File: src/rtl/config_read_eng_pkg.sv
// config_read_eng_pkg: shared types and constants for the config-table readback responder.
//   Defines UDP metadata, machine tuple, response header layout, message types,
//   FSM state encoding and the reply-length helper.
package config_read_eng_pkg;

    localparam int NOC_DATA_W        = 512;
    localparam int NOC_PADBYTES      = NOC_DATA_W / 8;
    localparam int NOC_DATA_BYTES    = NOC_PADBYTES;
    localparam int NOC_PADBYTES_W    = $clog2(NOC_PADBYTES);
    localparam int CONFIG_NODE_CNT_W = 8;
    localparam int CONFIG_ADDR_W     = 8;

    typedef struct packed {
        logic [31:0] src_ip;
        logic [31:0] dst_ip;
        logic [15:0] src_port;
        logic [15:0] dst_port;
        logic [15:0] data_length;
    } udp_info;

    typedef struct packed {
        logic [47:0] mac;
        logic [31:0] ip;
        logic [15:0] port;
    } machine_tuple;

    localparam int MACHINE_TUPLE_W     = $bits(machine_tuple);
    localparam int MACHINE_TUPLE_BYTES = MACHINE_TUPLE_W / 8;
    localparam int TUPLES_PER_FLIT     = NOC_DATA_W / MACHINE_TUPLE_W;
    localparam int FILL_W              = $clog2(TUPLES_PER_FLIT + 1);

    typedef enum logic [7:0] {
        GET_CONFIG_REQ  = 8'h20,
        GET_CONFIG_RESP = 8'h21
    } vr_msg_e;

    localparam logic [15:0] NONFRAG_MAGIC = 16'hFFFF;

    typedef struct packed {
        logic [15:0] frag_num;
        logic [7:0]  msg_type;
        logic [31:0] msg_len;
    } beehive_hdr;

    typedef struct packed {
        beehive_hdr                   hdr;
        logic [CONFIG_NODE_CNT_W-1:0] node_cnt;
    } cfg_resp_hdr;

    // Header occupies whole bytes at the top of the first flit; any rounding is zero fill.
    localparam int CFG_RESP_HDR_W     = (($bits(cfg_resp_hdr) + 7) / 8) * 8;
    localparam int CFG_RESP_HDR_BYTES = CFG_RESP_HDR_W / 8;
    localparam logic [NOC_PADBYTES_W-1:0] HDR_PADBYTES =
        NOC_PADBYTES_W'(NOC_DATA_BYTES - CFG_RESP_HDR_BYTES);

    typedef enum logic [2:0] {
        IDLE, DRAIN, META, HDR, RD_REQ, WAIT_RESP, SEND
    } cfgrd_state_e;

    function automatic logic [15:0] cfg_resp_len(input logic [CONFIG_NODE_CNT_W-1:0] cnt);
        return 16'(CFG_RESP_HDR_BYTES) + 16'(cnt) * 16'(MACHINE_TUPLE_BYTES);
    endfunction

endpackage

File: src/rtl/config_read_eng_packer.sv
// cfg_tuple_packer: accumulates machine tuples MSB-first into one NoC flit.
//   clr_i clears buffer and fill, push_i writes tuple_i into slot fill;
//   flit_o is the buffer, fill_o the tuple count, padbytes_o the unused trailing bytes.
module cfg_tuple_packer
    import config_read_eng_pkg::*;
(
    input  logic                      clk,
    input  logic                      rst_n,
    input  logic                      clr_i,
    input  logic                      push_i,
    input  machine_tuple              tuple_i,
    output logic [NOC_DATA_W-1:0]     flit_o,
    output logic [FILL_W-1:0]         fill_o,
    output logic [NOC_PADBYTES_W-1:0] padbytes_o
);
    logic [NOC_DATA_W-1:0] buf_q, buf_d, slot;
    logic [FILL_W-1:0]     fill_q, fill_d;
    // Tuple parked at the top of the flit, then shifted down to its slot.
    assign slot = {tuple_i, {(NOC_DATA_W - MACHINE_TUPLE_W){1'b0}}};
    always_comb begin
        buf_d  = clr_i ? '0 : push_i ? buf_q | (slot >> (fill_q * MACHINE_TUPLE_W)) : buf_q;
        fill_d = clr_i ? '0 : push_i ? fill_q + FILL_W'(1) : fill_q;
    end
    always_ff @(posedge clk or negedge rst_n) begin
        if (!rst_n) begin
            buf_q  <= '0;
            fill_q <= '0;
        end else begin
            buf_q  <= buf_d;
            fill_q <= fill_d;
        end
    end
    assign flit_o     = buf_q;
    assign fill_o     = fill_q;
    assign padbytes_o = NOC_PADBYTES_W'(NOC_PADBYTES - int'(fill_q) * MACHINE_TUPLE_BYTES);
endmodule

File: src/rtl/config_read_eng.sv
// config_read_eng: GetConfig responder that reads every machine tuple from the config table
//   and replies with one UDP message (header flit plus packed tuple flits).
//   Ports: request metadata/flits in (src_cfgrd_*), table read port (rd_machine_*),
//   reply metadata/flits out (cfgrd_to_udp_*), node_count and engine-idle flag.
module config_read_eng
    import config_read_eng_pkg::*;
(
    input  logic                         clk,
    input  logic                         rst_n,
    input  logic                         src_cfgrd_msg_val,
    input  udp_info                      src_cfgrd_pkt_info,
    output logic                         cfgrd_src_msg_rdy,
    input  logic                         src_cfgrd_req_val,
    input  logic                         src_cfgrd_req_last,
    output logic                         cfgrd_src_req_rdy,
    input  logic [CONFIG_NODE_CNT_W-1:0] node_count,
    output logic                         rd_machine_req_val,
    output logic [CONFIG_ADDR_W-1:0]     rd_machine_req_addr,
    input  logic                         rd_machine_req_rdy,
    input  logic                         rd_machine_resp_val,
    input  machine_tuple                 rd_machine_resp_data,
    output logic                         rd_machine_resp_rdy,
    output logic                         cfgrd_to_udp_meta_val,
    output udp_info                      cfgrd_to_udp_meta_info,
    input  logic                         to_udp_cfgrd_meta_rdy,
    output logic                         cfgrd_to_udp_data_val,
    output logic [NOC_DATA_W-1:0]        cfgrd_to_udp_data,
    output logic [NOC_PADBYTES_W-1:0]    cfgrd_to_udp_data_padbytes,
    output logic                         cfgrd_to_udp_data_last,
    input  logic                         to_udp_cfgrd_data_rdy,
    output logic                         cfgrd_eng_rdy
);
    cfgrd_state_e                 state_q, state_d;
    udp_info                      pkt_q, pkt_d;
    logic [CONFIG_NODE_CNT_W-1:0] cnt_q, cnt_d, rd_idx_q, rd_idx_d;
    logic                         clr, push;
    logic [NOC_DATA_W-1:0]        flit;
    logic [FILL_W-1:0]            fill;
    logic [NOC_PADBYTES_W-1:0]    pad;
    cfg_resp_hdr                  hdr;

    cfg_tuple_packer u_packer (
        .clk       (clk),
        .rst_n     (rst_n),
        .clr_i     (clr),
        .push_i    (push),
        .tuple_i   (rd_machine_resp_data),
        .flit_o    (flit),
        .fill_o    (fill),
        .padbytes_o(pad)
    );

    always_comb begin
        state_d               = state_q;
        pkt_d                 = pkt_q;
        cnt_d                 = cnt_q;
        rd_idx_d              = rd_idx_q;
        clr                   = 1'b0;
        push                  = 1'b0;
        cfgrd_src_msg_rdy     = 1'b0;
        cfgrd_eng_rdy         = 1'b0;
        cfgrd_src_req_rdy     = 1'b0;
        cfgrd_to_udp_meta_val = 1'b0;
        cfgrd_to_udp_data_val = 1'b0;
        rd_machine_req_val    = 1'b0;
        rd_machine_resp_rdy   = 1'b0;
        case (state_q)
            IDLE: begin
                cfgrd_src_msg_rdy = 1'b1;
                cfgrd_eng_rdy     = 1'b1;
                if (src_cfgrd_msg_val) begin
                    pkt_d    = src_cfgrd_pkt_info;
                    cnt_d    = node_count;
                    rd_idx_d = '0;
                    clr      = 1'b1;
                    state_d  = DRAIN;
                end
            end
            DRAIN: begin
                cfgrd_src_req_rdy = 1'b1;
                if (src_cfgrd_req_val && src_cfgrd_req_last) state_d = META;
            end
            META: begin
                cfgrd_to_udp_meta_val = 1'b1;
                if (to_udp_cfgrd_meta_rdy) state_d = HDR;
            end
            HDR: begin
                cfgrd_to_udp_data_val = 1'b1;
                if (to_udp_cfgrd_data_rdy) state_d = (cnt_q == '0) ? IDLE : RD_REQ;
            end
            RD_REQ: begin
                rd_machine_req_val = 1'b1;
                if (rd_machine_req_rdy) state_d = WAIT_RESP;
            end
            WAIT_RESP: begin
                rd_machine_resp_rdy = 1'b1;
                if (rd_machine_resp_val) begin
                    push     = 1'b1;
                    rd_idx_d = rd_idx_q + CONFIG_NODE_CNT_W'(1);
                    // Flush when this tuple fills the flit or is the last one in the table.
                    state_d  = (fill == FILL_W'(TUPLES_PER_FLIT - 1) || rd_idx_d == cnt_q) ? SEND : RD_REQ;
                end
            end
            SEND: begin
                cfgrd_to_udp_data_val = 1'b1;
                if (to_udp_cfgrd_data_rdy) begin
                    clr     = 1'b1;
                    state_d = (rd_idx_q == cnt_q) ? IDLE : RD_REQ;
                end
            end
            default: state_d = IDLE;
        endcase
    end

    always_ff @(posedge clk or negedge rst_n) begin
        if (!rst_n) begin
            state_q  <= IDLE;
            pkt_q    <= '0;
            cnt_q    <= '0;
            rd_idx_q <= '0;
        end else begin
            state_q  <= state_d;
            pkt_q    <= pkt_d;
            cnt_q    <= cnt_d;
            rd_idx_q <= rd_idx_d;
        end
    end

    assign hdr = '{hdr: '{frag_num: NONFRAG_MAGIC, msg_type: GET_CONFIG_RESP,
                          msg_len: 32'(cnt_q) * 32'(MACHINE_TUPLE_BYTES)},
                   node_cnt: cnt_q};

    assign cfgrd_to_udp_meta_info = '{src_ip: pkt_q.dst_ip, dst_ip: pkt_q.src_ip,
                                      src_port: pkt_q.dst_port, dst_port: pkt_q.src_port,
                                      data_length: cfg_resp_len(cnt_q)};

    assign rd_machine_req_addr        = CONFIG_ADDR_W'(rd_idx_q);
    assign cfgrd_to_udp_data          = (state_q == HDR) ? {hdr, {(NOC_DATA_W - $bits(cfg_resp_hdr)){1'b0}}} : flit;
    assign cfgrd_to_udp_data_padbytes = (state_q == HDR) ? HDR_PADBYTES : pad;
    assign cfgrd_to_udp_data_last     = (state_q == HDR) ? (cnt_q == '0) : (rd_idx_q == cnt_q);
endmodule

File: config.mk
export PLATFORM = sky130hd
export DESIGN_NAME = config_read_eng
export DESIGN_NICKNAME = d
export VERILOG_FILES = /design/src/rtl/config_read_eng_pkg.sv /design/src/rtl/config_read_eng_packer.sv /design/src/rtl/config_read_eng.sv
export SDC_FILE = /design/constraint.sdc
export NUM_CORES = 1
export LEC_CHECK = 0
export ABC_AREA = 1
export BUFFER_PORTS_ARGS = -buffer_cell sky130_fd_sc_hd__buf_2
export CORE_AREA = 4 4 333 335
export DETAILED_ROUTE_END_ITERATION = 10
export DIE_AREA = 0 0 337 339
export SLEW_MARGIN = 20
export SYNTH_ARGS = -nofsm -noshare
export SYNTH_HDL_FRONTEND = slang
export SYNTH_SLANG_ARGS = --single-unit
File: constraint.sdc
create_clock -name clk -period 8.3 [get_ports clk]
set_input_delay 2.49 -clock clk [delete_from_list [all_inputs] [get_ports clk]]
set_output_delay 2.49 -clock clk [all_outputs]
set_load 0.01 [all_outputs]
== After elaboration in Yosys (flattened, before gate mapping) ==
Index checks and enable logic that the tools add are counted.

* $add $sub $neg: 4
* Multiply operators: 4
* Eq/ne operators: 16
* Shift operators: 1
* Mux-type cells: 32
* Bitwise gates (word level): 1
* Reduce and logical (&&, ||, !) cells: 10

{| class="wikitable"
|+ Operators by type and width
! cell !! number
|-
| $mux 512 || 3
|-
| $or 512x512->512 || 1
|-
| $shr 512x10->512 || 1
|-
| $mux 3 || 11
|-
| $pmux 3 s7 || 1
|-
| $mul 8x2->10 const B || 2
|-
| $eq 8x8->1 || 2
|-
| $mux 8 || 2
|-
| $pmux 8 s2 || 1
|-
| $ne 2x2->1 const B || 7
|-
| $add 4x12->13 const A || 1
|-
| $eq 3x3->1 const B || 4
|-
| $mux 1 || 11
|-
| $add 8x1->8 const B || 1
|-
| $logic_not 8->1 || 1
|-
| $reduce_and 7->1 || 1
|-
| $eq 3x2->1 const B || 2
|-
| $mux 6 || 1
|-
| $sub 1x6->6 const A || 1
|-
| $mul 3x2->5 const B || 1
|-
| $mul 3x2->4 const B || 1
|-
| $reduce_bool 2->1 || 2
|-
| $add 3x1->3 const B || 1
|-
| $eq 3x1->1 const B || 1
|-
| 8 further kinds || 8
|}

* Bits in registers: 630
* Input bits: 225
* Output and inout bits: 646
* Word-level logic and storage cells: 77

== Depth between registers and ports, before layout ==
* Depth in word-level cells: 6
* Mapped depth: 14
* Depth with buffers taken out: 13

== Hierarchy ==
Synthesis repeated with hierarchy kept, for this count alone.

* Cells, all modules: 4,810
* Area, all modules: 34,673.3 um^2

{| class="wikitable"
|+ Modules (own cells, without submodules)
! module !! instances !! cells an instance !! area each (um^2) !! seq. area each (um^2)
|-
| cfg_tuple_packer || 1 || 3,234 || 24,955.2 || 12,887.4
|-
| config_read_eng || 1 || 1,576 || 9,718.1 || 2,877.8
|}

== Worst setup path before layout ==
OpenSTA, ideal clock, no wires.

* Path type: reg-to-output
* Start: register u_packer.fill_q[0], in the netlist u_packer.fill_o[0]
* End: output cfgrd_to_udp_data_padbytes[5]
* Arrival: 2.417 ns
* Required time: 5.810 ns
* Path slack: 3.393 ns
* Stages on the path, launching flop included: 12
* Buffers on the path: 4
* Cells stage by stage: dfrtp_1 -> buf_2 -> clkinv_1 -> clkbuf_1 -> clkbuf_1 -> ha_1 -> nor2_1 -> nand2_1 -> inv_2 -> clkbuf_1 -> a21oi_1 -> o21ai_0

* Longest elaborated chain between the ends: 3

{| class="wikitable"
|+ RTL lines
! element !! RTL line !! RTL
|-
| start, declared || config_read_eng_packer.sv:17 || <nowiki>logic [FILL_W-1:0] fill_q, fill_d;</nowiki>
|-
| start signal, assigned || config_read_eng_packer.sv:30 || <nowiki>fill_q <= fill_d;</nowiki>
|-
| $mul 3x2->4 || config_read_eng_packer.sv:35 || <nowiki>assign padbytes_o = NOC_PADBYTES_W'(NOC_PADBYTES - int'(fill_q) * MACHINE_TUPLE_BYTES);</nowiki>
|-
| $sub 1x6->6 || config_read_eng_packer.sv:35 ||
|-
| $mux 6 || config_read_eng.sv:139 || <nowiki>assign cfgrd_to_udp_data_padbytes = (state_q == HDR) ? HDR_PADBYTES : pad;</nowiki>
|-
| end, declared || config_read_eng.sv:28 || <nowiki>output logic [NOC_PADBYTES_W-1:0] cfgrd_to_udp_data_padbytes,</nowiki>
|}

No other way between the ends.

== Worst setup path in the final report ==
Same ends and word-level chain as after synthesis.

==> impl_metrics.tcl <==
set metrics [dict create \
    synth.avg_cell_area_um2 7.584 \
    finalCritPeriodShare_pct 84.30 \
    first_pass_iters 6 \
    core_um2 108100 \
    drc 0 \
    p_per_area_nw_per_um2 367.7 \
    vias 31715 \
    grt_max_degree 153 \
    rsz0062_at_grt "no" \
    synth_top_cells_by_area "dfrtp_1 50%, nand2_1 9.5%, nor2_1 8.6%, a21oi_1 7.7%, inv_1 7.0%" \
    hold_viol_final 0 \
    reg2reg_slack_ns 2.58 \
    synthCells 4198 \
    peakVddDrop_mv 0.2047 \
    grt_pass1_vias 30419 \
    synthDistinctLibCells 40 \
    finClkSkew_ns 0.03819 \
    antenna_found_initial 47 \
    start_util_pct 29.45 \
    dr.first_iter.drc_count 2952 \
    status "completed" \
    slowest_delay_ns 1.12 \
    cts_buffers 76 \
    yosys-top-cells-count "809 x nand2_1, 727 x nor2_1, 630 x dfrtp_1" \
    track_usage_pct 27.02 \
    slowest_stage "fa_4" \
    leakage_nw 20.09 \
    critPathKind "reg -> out" \
    wl_per_cell_um 25.01 \
    path_cells "ha_1, inv_1, fa_4, nand2_1, inv_2, a21oi_1, o21ai_0, buf_2" \
    hpwlAfterDp_mm 120.0 \
    rr_worst_depth 9 \
    htree_levels 3 \
    rr_endpoint "u_packer.flit_o[212]" \
    fmax_mhz 142.9 \
    synthToLayoutAreaGrowth_pct 25.08 \
    utilization_pct 36.84 \
    netlist.area_leader.share_pct 49.51 \
    drive_gt1_share_pct 23.58 \
    clk_latency_ns 0.67 \
    io_buffers 847 \
    synth-seq-area-share_pct 49.51 \
    holdPathEnd "u_packer.flit_o[449]" \
    cts.sinks 630 \
    synth_area_um2 31840 \
    async_flop_share_pct 100.0 \
    min_path_cells 2 \
    setup_violations 0 \
    ys_warn_count 0 \
    fp.dieW_um 337 \
    cts_buffer_depth 3 \
    synthFlopType "dfrtp_1" \
    cts_resized 0 \
    synth.most_common_cell "nand2_1" \
    dp_slack_ns 2.077 \
    clk_pin_slew_worst_paths_ns 0.06 \
    final_max_slew_viol_count 0 \
    die_h_um 339 \
    crit-reg2reg-launch "u_packer.fill_o[0]" \
    holdBufCountCts 0 \
    synth.largest_area_cell "dfrtp_1" \
    io_pins 871 \
    worst_setup_path_start_kind "register" \
    relSlewSlack_pct 14.20 \
    tritoncts "done" \
    critPathCaptureType "primary output" \
    fin_tns_setup_ns 0 \
    yosys_register_bits 630 \
    routed_wl_mm 159.8 \
    final_nets 5138 \
    via_per_inst 4.963 \
    grt_pass1_wl_mm 222.7 \
    required_ns 5.81 \
    tightestPinTransition_ns 1.287 \
    cts_setup_buffers 0 \
    setup_slack_ns 1.303 \
    dieArea_um2 114200 \
    drv_cap 0 \
    synth_edf_count 0 \
    hold_path.class "reg -> reg" \
    hp-start "u_packer.flit_o[449]" \
    gp_congestion 0.9216 \
    ant_nets 0 \
    crit_fanout 64 \
    num_rows 121 \
    fin_crit_ns 6.997 \
    crit_arrival_ns 4.51 \
    cts_root_buffer "clkbuf_16" \
    overflow 0 \
]
[cell usage in the layout (no fill, tap or decap), types with 18 or more instances in the layout]
master	instances
buf_2	846
nand2_1	809
nor2_1	725
dfrtp_1	629
inv_1	589
a21oi_1	493
o21ai_0	189
nand3_1	149
mux2_2	96
clkbuf_16	78
a31oi_1	47
buf_4	46
a22oi_1	32
nor3_1	25
diode_2	23
or2_2	18
[worst max-delay path: cells and delay by family, from the launching register on]
kind                       cells  cell delay, ns
adders and majority gates      2            1.39
DFF                            1            0.81
and+or+nand+nor                1            0.26
AOI/OAI and AO/OA              2            0.27
buffers and inverters          3            1.11
[through the flow]
stage	instances	total power, mW	instance area (µm²)	hold slack, ns
floorplan	4204	7.954	31860	0.4628
global placement	6228	11.16	37200	0.4819
detailed placement	6229	11.24	37210	0.4842
CTS	6367	14.76	39760	0.4976
global route	6371	15.46	39780	0.5162
finish	6390	14.64	39820	0.4987
[power by group]
part	internal (mW)	switching, mW
Combinational	1.93	5.04
Clock	2.02	1.46
Sequential	3.84	0.357
Total	7.79	6.86
[worst max path at each step]
stage | from | end | slack, ns | cells past startpoint
after floorplan | u_packer.fill_o[0] | cfgrd_to_udp_data_padbytes[5] | 3.39 | 11
after global placement | u_packer.fill_o[0] | cfgrd_to_udp_data_padbytes[5] | 2.13 | 8
after detailed placement | u_packer.fill_o[0] | cfgrd_to_udp_data_padbytes[5] | 2.08 | 8
after CTS | u_packer.fill_o[0] | cfgrd_to_udp_data_padbytes[5] | 1.36 | 8
after global routing | u_packer.fill_o[0] | cfgrd_to_udp_data_padbytes[5] | 1.03 | 8
final | u_packer.fill_o[0] | cfgrd_to_udp_data_padbytes[5] | 1.30 | 8
[final cells by class]
type	instances	area (µm²)
antenna	23	57.56
clock buffer	109	2238
clock inverter	29	315.3
fill	11621	68270
inverter	602	2275
multi-input combinational	2683	12670
sequential	630	15770
tap	1414	1769
timing repair buffer	900	4735
[routing by layer]
metal,wire (µm),global-route usage (%)
met5,236,0
met4,6217,9.952
met3,15290,8.301
met2,73850,43.50
met1,64200,34.12
[state kept, by name, indices dropped and copies added (netlist names)]
signal	count
cnt_q	8
u_packer.fill_o	3
u_packer.flit_o	512
cfgrd_to_udp_meta_info	96
rd_machine_req_addr	8
state_q	3
[cells by family (layout without fill, tap and decap cells)]
group           after synthesis  after routing  synth area share [%]
compound gates              780            780                 12.83
buf+inv                     891           1640                 10.95
simple gates               1763           1763                 21.97
fa+ha+maj                    20             20                0.8331
mux                          96             96                 3.395
other cells                   1             30               0.01178
xor+xnor                     17             17                0.4912
flops                       630            630                 49.51
Power figures use the tool's default switching activity.
